### config.mk
export PLATFORM = sky130hd
export DESIGN_NAME = gm_line_fetch
export DESIGN_NICKNAME = d
export VERILOG_FILES = /design/src/rtl/gm_line_fetch.sv
export SDC_FILE = /design/constraint.sdc
export NUM_CORES = 1
export LEC_CHECK = 0
export CORE_MARGIN = 5
export CORE_UTILIZATION = 44
export DETAILED_ROUTE_END_ITERATION = 8
export HOLD_SLACK_MARGIN = 0.03
export PLACE_DENSITY = 0.8
export SYNTH_ARGS = -nofsm -noshare
export SYNTH_HDL_FRONTEND = slang
export SYNTH_SLANG_ARGS = --single-unit
### constraint.sdc
create_clock -name clk_i -period 3.15 [get_ports clk_i]
set_clock_uncertainty 0.15 [all_clocks]
set_input_delay 0.63 -clock clk_i [delete_from_list [all_inputs] [get_ports clk_i]]
set_output_delay 0.63 -clock clk_i [all_outputs]
set_load 0.005 [all_outputs]
### src/rtl/gm_line_fetch.sv
// Framebuffer line fetcher: reads one row of 32-bit words per line_start over a pipelined
// Wishbone read master and writes each returned word into the pixel FIFO. Define
// GM_LINE_FETCH_BSWAP_EN to byte-swap returned words for little-endian framebuffers.
module gm_line_fetch #(
   parameter int AWIDTH  = 32,
   parameter int WCNT_W  = 8,
   parameter int MAX_OUT = 4
) (
   input  logic              clk_i,
   input  logic              rst_i,
   // Handshake: a read issues on a cycle with stb=1 and stall=0; the slave returns one ack
   // (with dat_i valid) per issued read, in issue order, any number of cycles later.
   output logic              bus_cyc,
   output logic              bus_stb,
   output logic [AWIDTH-1:0] bus_adr,
   output logic              bus_we,
   output logic [3:0]        bus_sel,
   output logic [31:0]       bus_dat_o,
   input  logic [31:0]       bus_dat_i,
   input  logic              bus_ack,
   input  logic              bus_stall,
   input  logic              frame_start,
   input  logic              line_start,
   input  logic [AWIDTH-1:0] base_adr,
   input  logic [15:0]       stride,
   input  logic [WCNT_W-1:0] words_per_line,
   input  logic [2:0]        line_repeat,
   input  logic              fifo_afull,
   input  logic              fifo_full,
   output logic              fifo_write,
   output logic [31:0]       fifo_data,
   output logic              busy,
   input  logic              clr_err,
   output logic              overrun,
   output logic              drop_err,
   output logic [1:0]        state_dbg
);

   typedef enum logic [1:0] {
      S_IDLE     = 2'd0,
      S_BUS      = 2'd1,
      S_ACK_WAIT = 2'd2
   } state_t;

   state_t            state, state_nxt;
   logic [AWIDTH-1:0] row_adr, line_adr;
   logic [WCNT_W-1:0] idx, wpl_q;
   logic [15:0]       stride_q;
   logic [2:0]        rep_q, rep_cnt;
   logic [3:0]        outstanding, outstanding_nxt;
   logic              skip_adv;
   logic              issue, ack_v, start, last_issue, line_done;

   assign bus_cyc    = (state != S_IDLE);
   assign busy       = bus_cyc;
   assign state_dbg  = state;
   assign bus_stb    = (state == S_BUS) && (outstanding < 4'(MAX_OUT)) && !fifo_afull;
   assign bus_adr    = line_adr + AWIDTH'({idx, 2'b00});
   assign bus_we     = 1'b0;
   assign bus_sel    = 4'hf;
   assign bus_dat_o  = 32'h0;

   // Acks outside a line belong to an abandoned fetch and are discarded.
   assign ack_v      = bus_ack && (state != S_IDLE);
   assign issue      = bus_stb && !bus_stall;
   assign start      = line_start && (state == S_IDLE) && (words_per_line != '0);
   assign last_issue = issue && (idx == wpl_q - WCNT_W'(1));
   assign fifo_write = ack_v && !fifo_full;

`ifdef GM_LINE_FETCH_BSWAP_EN
   assign fifo_data = {bus_dat_i[7:0], bus_dat_i[15:8], bus_dat_i[23:16], bus_dat_i[31:24]};
`else
   assign fifo_data = bus_dat_i;
`endif

   always_comb begin
      outstanding_nxt = outstanding;
      if (issue && !ack_v)
         outstanding_nxt = outstanding + 4'd1;
      else if (!issue && ack_v && (outstanding != 4'd0))
         outstanding_nxt = outstanding - 4'd1;
   end

   assign line_done = (state == S_ACK_WAIT) && (outstanding_nxt == 4'd0);

   always_comb begin
      state_nxt = state;
      case (state)
         S_IDLE:     if (start) state_nxt = S_BUS;
         S_BUS:      if (last_issue) state_nxt = S_ACK_WAIT;
         S_ACK_WAIT: if (line_done) state_nxt = S_IDLE;
         default:    state_nxt = S_IDLE;
      endcase
   end

   always_ff @(posedge clk_i or negedge rst_i) begin
      if (!rst_i) begin
         state       <= S_IDLE;
         outstanding <= 4'd0;
         idx         <= '0;
         wpl_q       <= '0;
         rep_q       <= 3'd0;
         stride_q    <= 16'd0;
         line_adr    <= '0;
      end else begin
         state       <= state_nxt;
         outstanding <= outstanding_nxt;
         if (start) begin
            wpl_q    <= words_per_line;
            rep_q    <= line_repeat;
            stride_q <= stride;
            line_adr <= frame_start ? base_adr : row_adr;
            idx      <= '0;
         end
         if (issue)
            idx <= idx + WCNT_W'(1);
         if (line_done)
            idx <= '0;
      end
   end

   // A frame_start during a line suppresses that line's end-of-line row advance,
   // so the next line begins exactly at the reloaded base.
   always_ff @(posedge clk_i or negedge rst_i) begin
      if (!rst_i) begin
         row_adr  <= '0;
         rep_cnt  <= 3'd0;
         skip_adv <= 1'b0;
      end else if (frame_start) begin
         row_adr  <= base_adr;
         rep_cnt  <= 3'd0;
         skip_adv <= (state != S_IDLE) && !line_done;
      end else if (line_done) begin
         if (skip_adv) begin
            skip_adv <= 1'b0;
         end else if (rep_cnt == rep_q) begin
            row_adr <= row_adr + AWIDTH'(stride_q);
            rep_cnt <= 3'd0;
         end else begin
            rep_cnt <= rep_cnt + 3'd1;
         end
      end
   end

   always_ff @(posedge clk_i or negedge rst_i) begin
      if (!rst_i) begin
         overrun  <= 1'b0;
         drop_err <= 1'b0;
      end else begin
         if (line_start && (state != S_IDLE))
            overrun <= 1'b1;
         else if (clr_err)
            overrun <= 1'b0;
         if (ack_v && fifo_full)
            drop_err <= 1'b1;
         else if (clr_err)
            drop_err <= 1'b0;
      end
   end

endmodule

==> results of run 1 <==
==> final timing paths <==
check | cells past startpoint | startpoint | to | slack, ns
max | 14 | line_adr[2]$_DFFE_PN0P_ | bus_adr[22] | -0.33
min in group clk_i | 2 | line_adr[9]$_DFFE_PN0P_ | line_adr[9]$_DFFE_PN0P_ | 0.34
max reg2reg | 10 | outstanding[1]$_DFF_PN0_ | row_adr[22]$_DFFE_PN0P_ | 0.18
min reg2reg | 2 | line_adr[9]$_DFFE_PN0P_ | line_adr[9]$_DFFE_PN0P_ | 0.34
max in group asynchronous | 2 | rst_i | outstanding[1]$_DFF_PN0_ | 1.94
min | 1 | rst_i | row_adr[3]$_DFFE_PN0P_ | 0.10
==> cell type report <==
type	instances	area [µm²]	area share, %
inverter	29	108.9	1.138
multi-input combinational	625	4362	45.59
timing repair buffer	200	1744	18.23
clock inverter	5	56.30	0.5885
tap	220	275.3	2.877
sequential	111	2779	29.04
clock buffer	11	242.7	2.537
==> cell families (layout without fill, tap and decap cells) <==
logic type | count (synthesis) | in the layout
AO/OA/AOI/OAI | 200 | 200
XOR/XNOR | 62 | 62
adder cells (fa/ha/maj) | 31 | 31
buffers and inverters | 134 | 245
flip-flops | 111 | 111
multiplexers | 39 | 39
other | 2 | 37
AND/OR/NAND/NOR | 256 | 256
==> power groups by stage <==
stage / sequential (W) / clock, W / combinational, W
2_1_floorplan: 0.00223 / 0 / 0.00221
3_3_place_gp: 0.00229 / 0 / 0.00344
3_5_place_dp: 0.00231 / 0 / 0.00353
4_1_cts: 0.00230 / 0.00120 / 0.00348
5_1_grt: 0.00239 / 0.00126 / 0.00395
6_report: 0.00233 / 0.00118 / 0.00357
==> flip-flops by register name (all words and copies together), names as in the netlist <==
name and cells:
drop_err 1, idx 8, line_adr 32, outstanding 4, overrun 1, rep_cnt 3
rep_q 3, row_adr 32, skip_adv 1, state_dbg 2, stride_q 16, wpl_q 8
==> routing by layer <==
layer	vias up	global-route usage [%]	routed length [µm]
met1	3090	25.05	8452
met4	2	6.068	362
met3	29	4.158	1324
li1	3114	-	-
met5	-	0	13
met2	218	31.98	9775
==> layout by cell type (no fill, tap or decap), types with 4 or more instances in the layout <==
cell type,instances
dfrtp_1,110
nand2_1,83
clkdlybuf4s50_1,78
buf_4,76
o21ai_0,66
nor2_1,45
xnor2_1,43
a21oi_1,37
conb_1,37
inv_1,28
ha_1,28
mux2_2,27
buf_2,24
nand3_1,22
a21boi_0,18
a31oi_1,16
buf_6,13
xor2_1,12
nor3_1,11
nor2b_1,11
mux2i_1,11
clkbuf_16,9
nand4_1,8
nand2b_1,8
and3_1,7
a22oi_1,7
xnor2_2,6
nand3_2,6
o31ai_1,6
a21o_1,5
o21a_1,5
or4_1,5
nor4_1,5
or3_1,5
nand2_4,4
nand3b_1,4
and2_1,4
a211oi_1,4
buf_12,4
==> stage by stage <==
| stage | util (%) | setup TNS, ns | area (µm²) | hold WS (ns) | std cells |
|---|---|---|---|---|---|
| 2_1_floorplan | - | 0 | 7614 | 0.1844 | 870 |
| 3_3_place_gp | 53.12 | -9.784 | 8840 | 0.3247 | 1162 |
| 3_5_place_dp | 53.12 | -12.24 | 8840 | 0.3287 | 1162 |
| 4_1_cts | 55.69 | -2.726 | 9268 | 0.1282 | 1189 |
| 5_1_grt | 57.49 | -7.328 | 9568 | 0.1599 | 1201 |
| 6_report | 57.49 | -4.243 | 9568 | 0.1033 | 1201 |
==> timing repair <==
item / in CTS / in global routing
setup endpoints to repair: 26 / 54
gates cloned: 1 / 0
pin swaps: 27 / 33
setup buffers: 11 / 15
gates resized for setup: 133 / 51
==> critical path, delay by kind of cell (launching register included) <==
family	cells	cell delay, ns
xor+xnor	1	0.16
simple gates	2	0.23
fa+ha+maj	2	0.49
flops	1	0.39
buf+inv	5	0.54
compound gates	4	0.52
==> reports/metrics.csv, run 1 <==
stage,metric,value,unit
logic_synthesis,Cells after Synth,835,
grt,GRT Util Overall,19.23,%
grt,first-pass GRT wire length,30.86,mm
worst_setup_path,slowest CP cell,dfrtp_1,
logic_synthesis,commonest cells in the synthesized netlist,"dfrtp_1, nand2_1, buf_4, o21ai_0, xnor2_1",
placement,pre-CTS setup slack,-0.3878,ns
logic_synthesis,"EDFF count, synth",0,
timing,fin crit period,3.483,ns
timing,Final Max Slew Viols,0,
final_layout,Antenna Cells,0,
logic_synthesis,Post-Synth XOR/XNOR Area,7.258,%
final_layout,share of layout cells above drive strength 1,22.43,%
logic_synthesis,ys flop type,dfrtp_1,
logic_synthesis,yosys warns,0,
detailed_routing,routed vias/inst,5.373,
power_and_ir_drop,Cell Pwr Density,741.0,nW/µm²
timing,final setup fails,20,
status,failing checks,negative setup slack,
grt,number of global-route vias before repair,6208,
clock_tree,CTS tree,done,
floorplan,DIE WIDTH,140.4,µm
logic_synthesis,Synth Area in Adders,5.385,%
job,MaxCap Viol Count,0,
logic_synthesis,largest family of logic cells by synthesized area,compound AO/OA/AOI/OAI gates,
power_and_ir_drop,Clock Power Share,16.7,%
timing,RSZ-0062 raised after global routing,true,
logic_synthesis,Synth Area in Compound Gates,16.91,%
logic_synthesis,most numerous cell in the Yosys netlist,dfrtp_1,
final_layout,fin nets,1107,
clock_tree,CTS buffer count,9,
logic_synthesis,Yosys top cell by area,dfrtp_1,
floorplan,total die area,19710,µm²
logic_synthesis,sequential share of the synthesized area,37.12,%
logic_synthesis,count of cell types in the netlist,68,
power_and_ir_drop,Sequential Power Share,32.9,%
clock_tree,clock sink count,111,
power_and_ir_drop,total power,0.007090,W
logic_synthesis,mux cell area share after synthesis,5.719,%
worst_setup_path,critical path class,reg2out,
detailed_routing,drt wl/cell,16.59,µm
placement,IO buf count,107,
floorplan,die span in y,140.4,µm
logic_synthesis,mean post-synth cell area,8.961,µm²
logic_synthesis,number of synthesized register bits,111,
clock_tree,clock slew at reported path FFs,0.08,ns
placement,gpl congestion,0.8826,
power_and_ir_drop,Pleak,4.286,nW
timing,fin crit share,110.6,%
detailed_routing,Post-Route WL,19.93,mm
timing,Worst-Margin Slew,0.7424,ns
detailed_routing,number of remaining DRC errors,0,
worst_setup_path,Worst Path Required,2.37,ns
detailed_routing,"antenna viol nets, final",0,
power_and_ir_drop,NetSw,0.002737,W
power_and_ir_drop,Comb pwr share,50.4,%
worst_setup_path,crit path max fanout,5,
timing,f_max,0.2871,GHz
clock_tree,"Clk Latency, worst-skew pair",0.36,ns
power_and_ir_drop,P_int,0.004353,W
worst_setup_path,Worst path max stage delay,0.39,ns
logic_synthesis,asr flop ratio synth,100.0,%
clock_tree,Clock Root Buffer,clkbuf_16,
worst_setup_path,Worst EP arrival,2.70,ns
detailed_routing,Initial DRC Count,496,
detailed_routing,drt pass-1 iters,5,
floorplan,Initial Util,44.96,%
logic_synthesis,Synth area leaders,"dfrtp_1, buf_4, xnor2_1, ha_1, o21ai_0",
grt,largest net degree at the start of global routing,71,
power_and_ir_drop,Net Sw Frac,38.60,%
clock_tree,clock buffer depth,2,
final_layout,fillers,1412,
logic_synthesis,Synth Area in Simple Gates,16.86,%
detailed_routing,via count,6453,
worst_setup_path,CP cell instances,ha_4 > inv_2 > fa_2 > nor2b_2 > o21ai_2 > a21boi_2 > o21ai_2 > a21oi_2 > buf_4 > buf_6 > buf_4 > nand4_1 > xnor2_1 > buf_2,
worst_setup_path,Setup crit start kind,flop,
clock_tree,htree depth,3,
status,status,"complete, but fails checks",
grt,initial antenna violation count,1,
power_and_ir_drop,worst vdd ir,0.3904,mV
final_layout,P&R area growth vs syn,27.88,%
clock_tree,Post-CTS Hold Fix Bufs,0,
timing,Slew headroom,49.23,%
logic_synthesis,Yosys top cell area share,37.12,%
floorplan,num rows,47,
timing,Final Hold Viols,0,
logic_synthesis,Mapped Area,7482,µm²
worst_setup_path,Crit. End Element,output pin,
grt,grt total ovfl,0,
floorplan,core area,16640,µm²
floorplan,I/O pin count,209,
placement,HPWL after DPL,14.21,mm
hold_path,worst hold-check path type,in2async,
timing,Worst Slack Setup Final,-0.3333,ns
No activity file was read; power rests on OpenSTA's default activity.
==> run 2, diff against run 1 <==
--- a/config.mk
+++ b/config.mk
@@ -8,7 +8,6 @@
 export CORE_MARGIN = 5
 export CORE_UTILIZATION = 44
 export DETAILED_ROUTE_END_ITERATION = 8
-export HOLD_SLACK_MARGIN = 0.03
 export PLACE_DENSITY = 0.8
 export SYNTH_ARGS = -nofsm -noshare
 export SYNTH_HDL_FRONTEND = slang
==> results of run 2 <==
Final layout, timing and power as in run 1 (identical DEF).
==> run 3, diff against run 2 <==
--- a/config.mk
+++ b/config.mk
@@ -6,9 +6,10 @@
 export NUM_CORES = 1
 export LEC_CHECK = 0
 export CORE_MARGIN = 5
-export CORE_UTILIZATION = 44
+export CORE_UTILIZATION = 45
+export CTS_BUF_LIST = sky130_fd_sc_hd__clkbuf_4 sky130_fd_sc_hd__clkbuf_8
 export DETAILED_ROUTE_END_ITERATION = 8
-export PLACE_DENSITY = 0.8
+export PLACE_DENSITY = 0.82
 export SYNTH_ARGS = -nofsm -noshare
 export SYNTH_HDL_FRONTEND = slang
 export SYNTH_SLANG_ARGS = --single-unit
==> reports/metrics.csv, run 3 (synthesis results as in run 1) <==
stage,metric,value,unit,change
detailed_routing,Post-Route WL,19.16,mm,was 19.93 mm
power_and_ir_drop,Cell Pwr Density,722.2,nW/µm²,was 741.0 nW/µm²
floorplan,die span in y,138.9,µm,was 140.4 µm
worst_setup_path,Worst EP arrival,2.77,ns,was 2.70 ns
floorplan,total die area,19310,µm²,was 19710 µm²
floorplan,num rows,47,,unchanged
power_and_ir_drop,NetSw,0.002677,W,was 0.002737 W
power_and_ir_drop,Net Sw Frac,39.43,%,was 38.60%
grt,grt total ovfl,0,,unchanged
final_layout,share of layout cells above drive strength 1,21.50,%,was 22.43%
detailed_routing,drt wl/cell,16.07,µm,was 16.59 µm
floorplan,DIE WIDTH,138.9,µm,was 140.4 µm
grt,first-pass GRT wire length,30.95,mm,was 30.86 mm
placement,IO buf count,107,,unchanged
floorplan,I/O pin count,209,,unchanged
detailed_routing,Initial DRC Count,531,,was 496
timing,Final Max Slew Viols,0,,unchanged
timing,Fin Setup TNS,-6.014,ns,was -4.243 ns
final_layout,P&R area growth vs syn,25.65,%,was 27.88%
grt,number of global-route vias before repair,6257,,was 6208
timing,Worst Slack Setup Final,-0.3991,ns,was -0.3333 ns
power_and_ir_drop,worst vdd ir,0.3506,mV,was 0.3904 mV
final_layout,Antenna Cells,0,,unchanged
final_layout,biggest regs,"line_adr (32), row_adr (32), stride_q (16)",,unchanged
clock_tree,CTS tree,done,,unchanged
final_layout,Util after Layout,57.10,%,was 57.49%
clock_tree,clock sink count,111,,unchanged
worst_setup_path,Setup crit start kind,flop,,unchanged
final_layout,"most common cell after layout, fill and taps aside",dfrtp_1,,unchanged
job,MaxCap Viol Count,0,,unchanged
power_and_ir_drop,Pleak,4.236,nW,was 4.286 nW
power_and_ir_drop,Comb pwr share,53.6,%,was 50.4%
detailed_routing,routed vias/inst,5.372,,was 5.373
worst_setup_path,Crit. End Element,output pin,,unchanged
status,failing checks,negative setup slack,,unchanged
placement,gpl congestion,0.9097,,was 0.8826
final_layout,"leading cell types in the layout, fill and taps excluded","dfrtp_1, nand2_1, clkdlybuf4s50_1",,unchanged
power_and_ir_drop,Clock Power Share,12.5,%,was 16.7%
clock_tree,clock buffer depth,2,,unchanged
grt,GR peak layer,met2,,unchanged
floorplan,core area,16470,µm²,was 16640 µm²
timing,fin crit share,112.7,%,was 110.6%
power_and_ir_drop,Sequential Power Share,33.9,%,was 32.9%
clock_tree,clock slew at reported path FFs,0.10,ns,was 0.08 ns
grt,met1 usage,25.47,%,was 25.05%
grt,GR Util met3,3.621,%,was 4.158%
timing,Slew headroom,48.10,%,was 49.23%
detailed_routing,via count,6403,,was 6453
timing,Final Hold Viols,0,,unchanged
status,status,"complete, but fails checks",,unchanged
grt,initial antenna violation count,0,,was 1
timing,f_max,0.2818,GHz,was 0.2871 GHz
timing,RSZ-0062 raised after global routing,true,,unchanged
grt,GRT Util Overall,19.37,%,was 19.23%
detailed_routing,number of remaining DRC errors,0,,unchanged
power_and_ir_drop,P_int,0.004112,W,was 0.004353 W
worst_setup_path,Reg2Reg Setup Slack,0.21,ns,was 0.18 ns
timing,final hold slack,0.02237,ns,was 0.1033 ns
floorplan,Initial Util,45.44,%,was 44.96%
detailed_routing,"antenna viol nets, final",0,,unchanged
clock_tree,htree depth,3,,unchanged
clock_tree,Post-CTS Hold Fix Bufs,0,,unchanged
worst_setup_path,crit path max fanout,3,,was 5
placement,HPWL after DPL,14.38,mm,was 14.21 mm
timing,final setup fails,21,,was 20
grt,GR Util met2,32.11,%,was 31.98%
hold_path,worst hold-check path type,in2async,,unchanged
timing,fin crit period,3.549,ns,was 3.483 ns
worst_setup_path,critical path class,reg2out,,unchanged
clock_tree,CTS buffer count,9,,unchanged
clock_tree,"Clk Latency, worst-skew pair",0.39,ns,was 0.36 ns
final_layout,fin nets,1098,,was 1107
grt,largest net degree at the start of global routing,71,,unchanged
clock_tree,Clock Root Buffer,clkbuf_8,,was clkbuf_16
timing,Worst-Margin Slew,0.7589,ns,was 0.7424 ns
worst_setup_path,Worst Path Required,2.37,ns,about the same
detailed_routing,drt pass-1 iters,7,,was 5
==> run 3: cell count changes in the layout (fill, tap and decap cells not counted), sizes merged <==
cell | previous run | this run
buf | 118 | 109
dlygate4sd2 | 1 | 2
inv | 30 | 29
bufinv | 1 | 0
clkinvlp | 1 | 0
clkbuf | 13 | 15
==> run 3: final timing paths <==
check                                             start                  endpoint  cells after the start
worst min-delay path                              rst_i  line_adr[23]$_DFFE_PN0P_                      1
min in group clk_i              line_adr[8]$_DFFE_PN0P_   line_adr[8]$_DFFE_PN0P_                      2
worst max-delay path            line_adr[2]$_DFFE_PN0P_               bus_adr[14]                     13
worst min register to register  line_adr[8]$_DFFE_PN0P_   line_adr[8]$_DFFE_PN0P_                      2
max in group asynchronous                         rst_i   row_adr[16]$_DFFE_PN0P_                      2
worst max register to register   row_adr[7]$_DFFE_PN0P_   row_adr[29]$_DFFE_PN0P_                      9
==> run 3: worst max-delay path, stage by stage, from the launching register on <==
cell	delay (ns)
dfrtp_1	0.37
ha_2	0.20
inv_2	0.04
fa_2	0.33
nor2b_1	0.12
o21ai_1	0.08
a21boi_1	0.25
o21ai_2	0.11
a21oi_4	0.20
buf_4	0.16
buf_6	0.12
nand2_4	0.07
xnor2_4	0.16
buf_2	0.14
==> run 3: layout make-up <==
| cell class | count | area (µm²) |
|---|---|---|
| clock buffer | 14 | 180.2 |
| clock inverter | 2 | 13.76 |
| inverter | 29 | 108.9 |
| tap | 220 | 275.3 |
| timing repair buffer | 191 | 1665 |
| sequential | 111 | 2778 |
| multi-input combinational | 625 | 4380 |
| fill | 1403 | 7064 |
==> run 3: power groups by stage <==
| stage | registers [W] | clock network, W | logic (W) |
|---|---|---|---|
| after floorplan | 0.00223 | 0 | 0.00221 |
| after global placement | 0.00228 | 0 | 0.00347 |
| after detailed placement | 0.00230 | 0 | 0.00357 |
| after CTS | 0.00228 | 0.000874 | 0.00354 |
| after global routing | 0.00236 | 0.000925 | 0.00402 |
| final | 0.00230 | 0.000849 | 0.00364 |
==> run 3: through the flow <==
stage / total power (W) / setup WS (ns) / cells / instance area, µm²
5_1_grt: 0.007300 / -0.5825 / 1192 / 9402
4_1_cts: 0.006702 / -0.4473 / 1189 / 9234
3_5_place_dp: 0.005872 / -0.6044 / 1160 / 8837
3_3_place_gp: 0.005743 / -0.5526 / 1160 / 8837
6_report: 0.006789 / -0.3991 / 1192 / 9402
2_1_floorplan: 0.004440 / 0.06459 / 870 / 7614
==> run 3: timing repair <==
action	4_1_cts	5_1_grt
endpoints found under the setup margin	27	47
gates cloned	0	0
gates resized for setup	143	30
pin swaps	33	30
buffers inserted	18	5
==> run 3: per-layer routing <==
layer  vias up  routed length, µm
met5         -                  0
met1      3038               8184
li1       3101                  -
met4         0                488
met3        37               1111
met2       227               9377
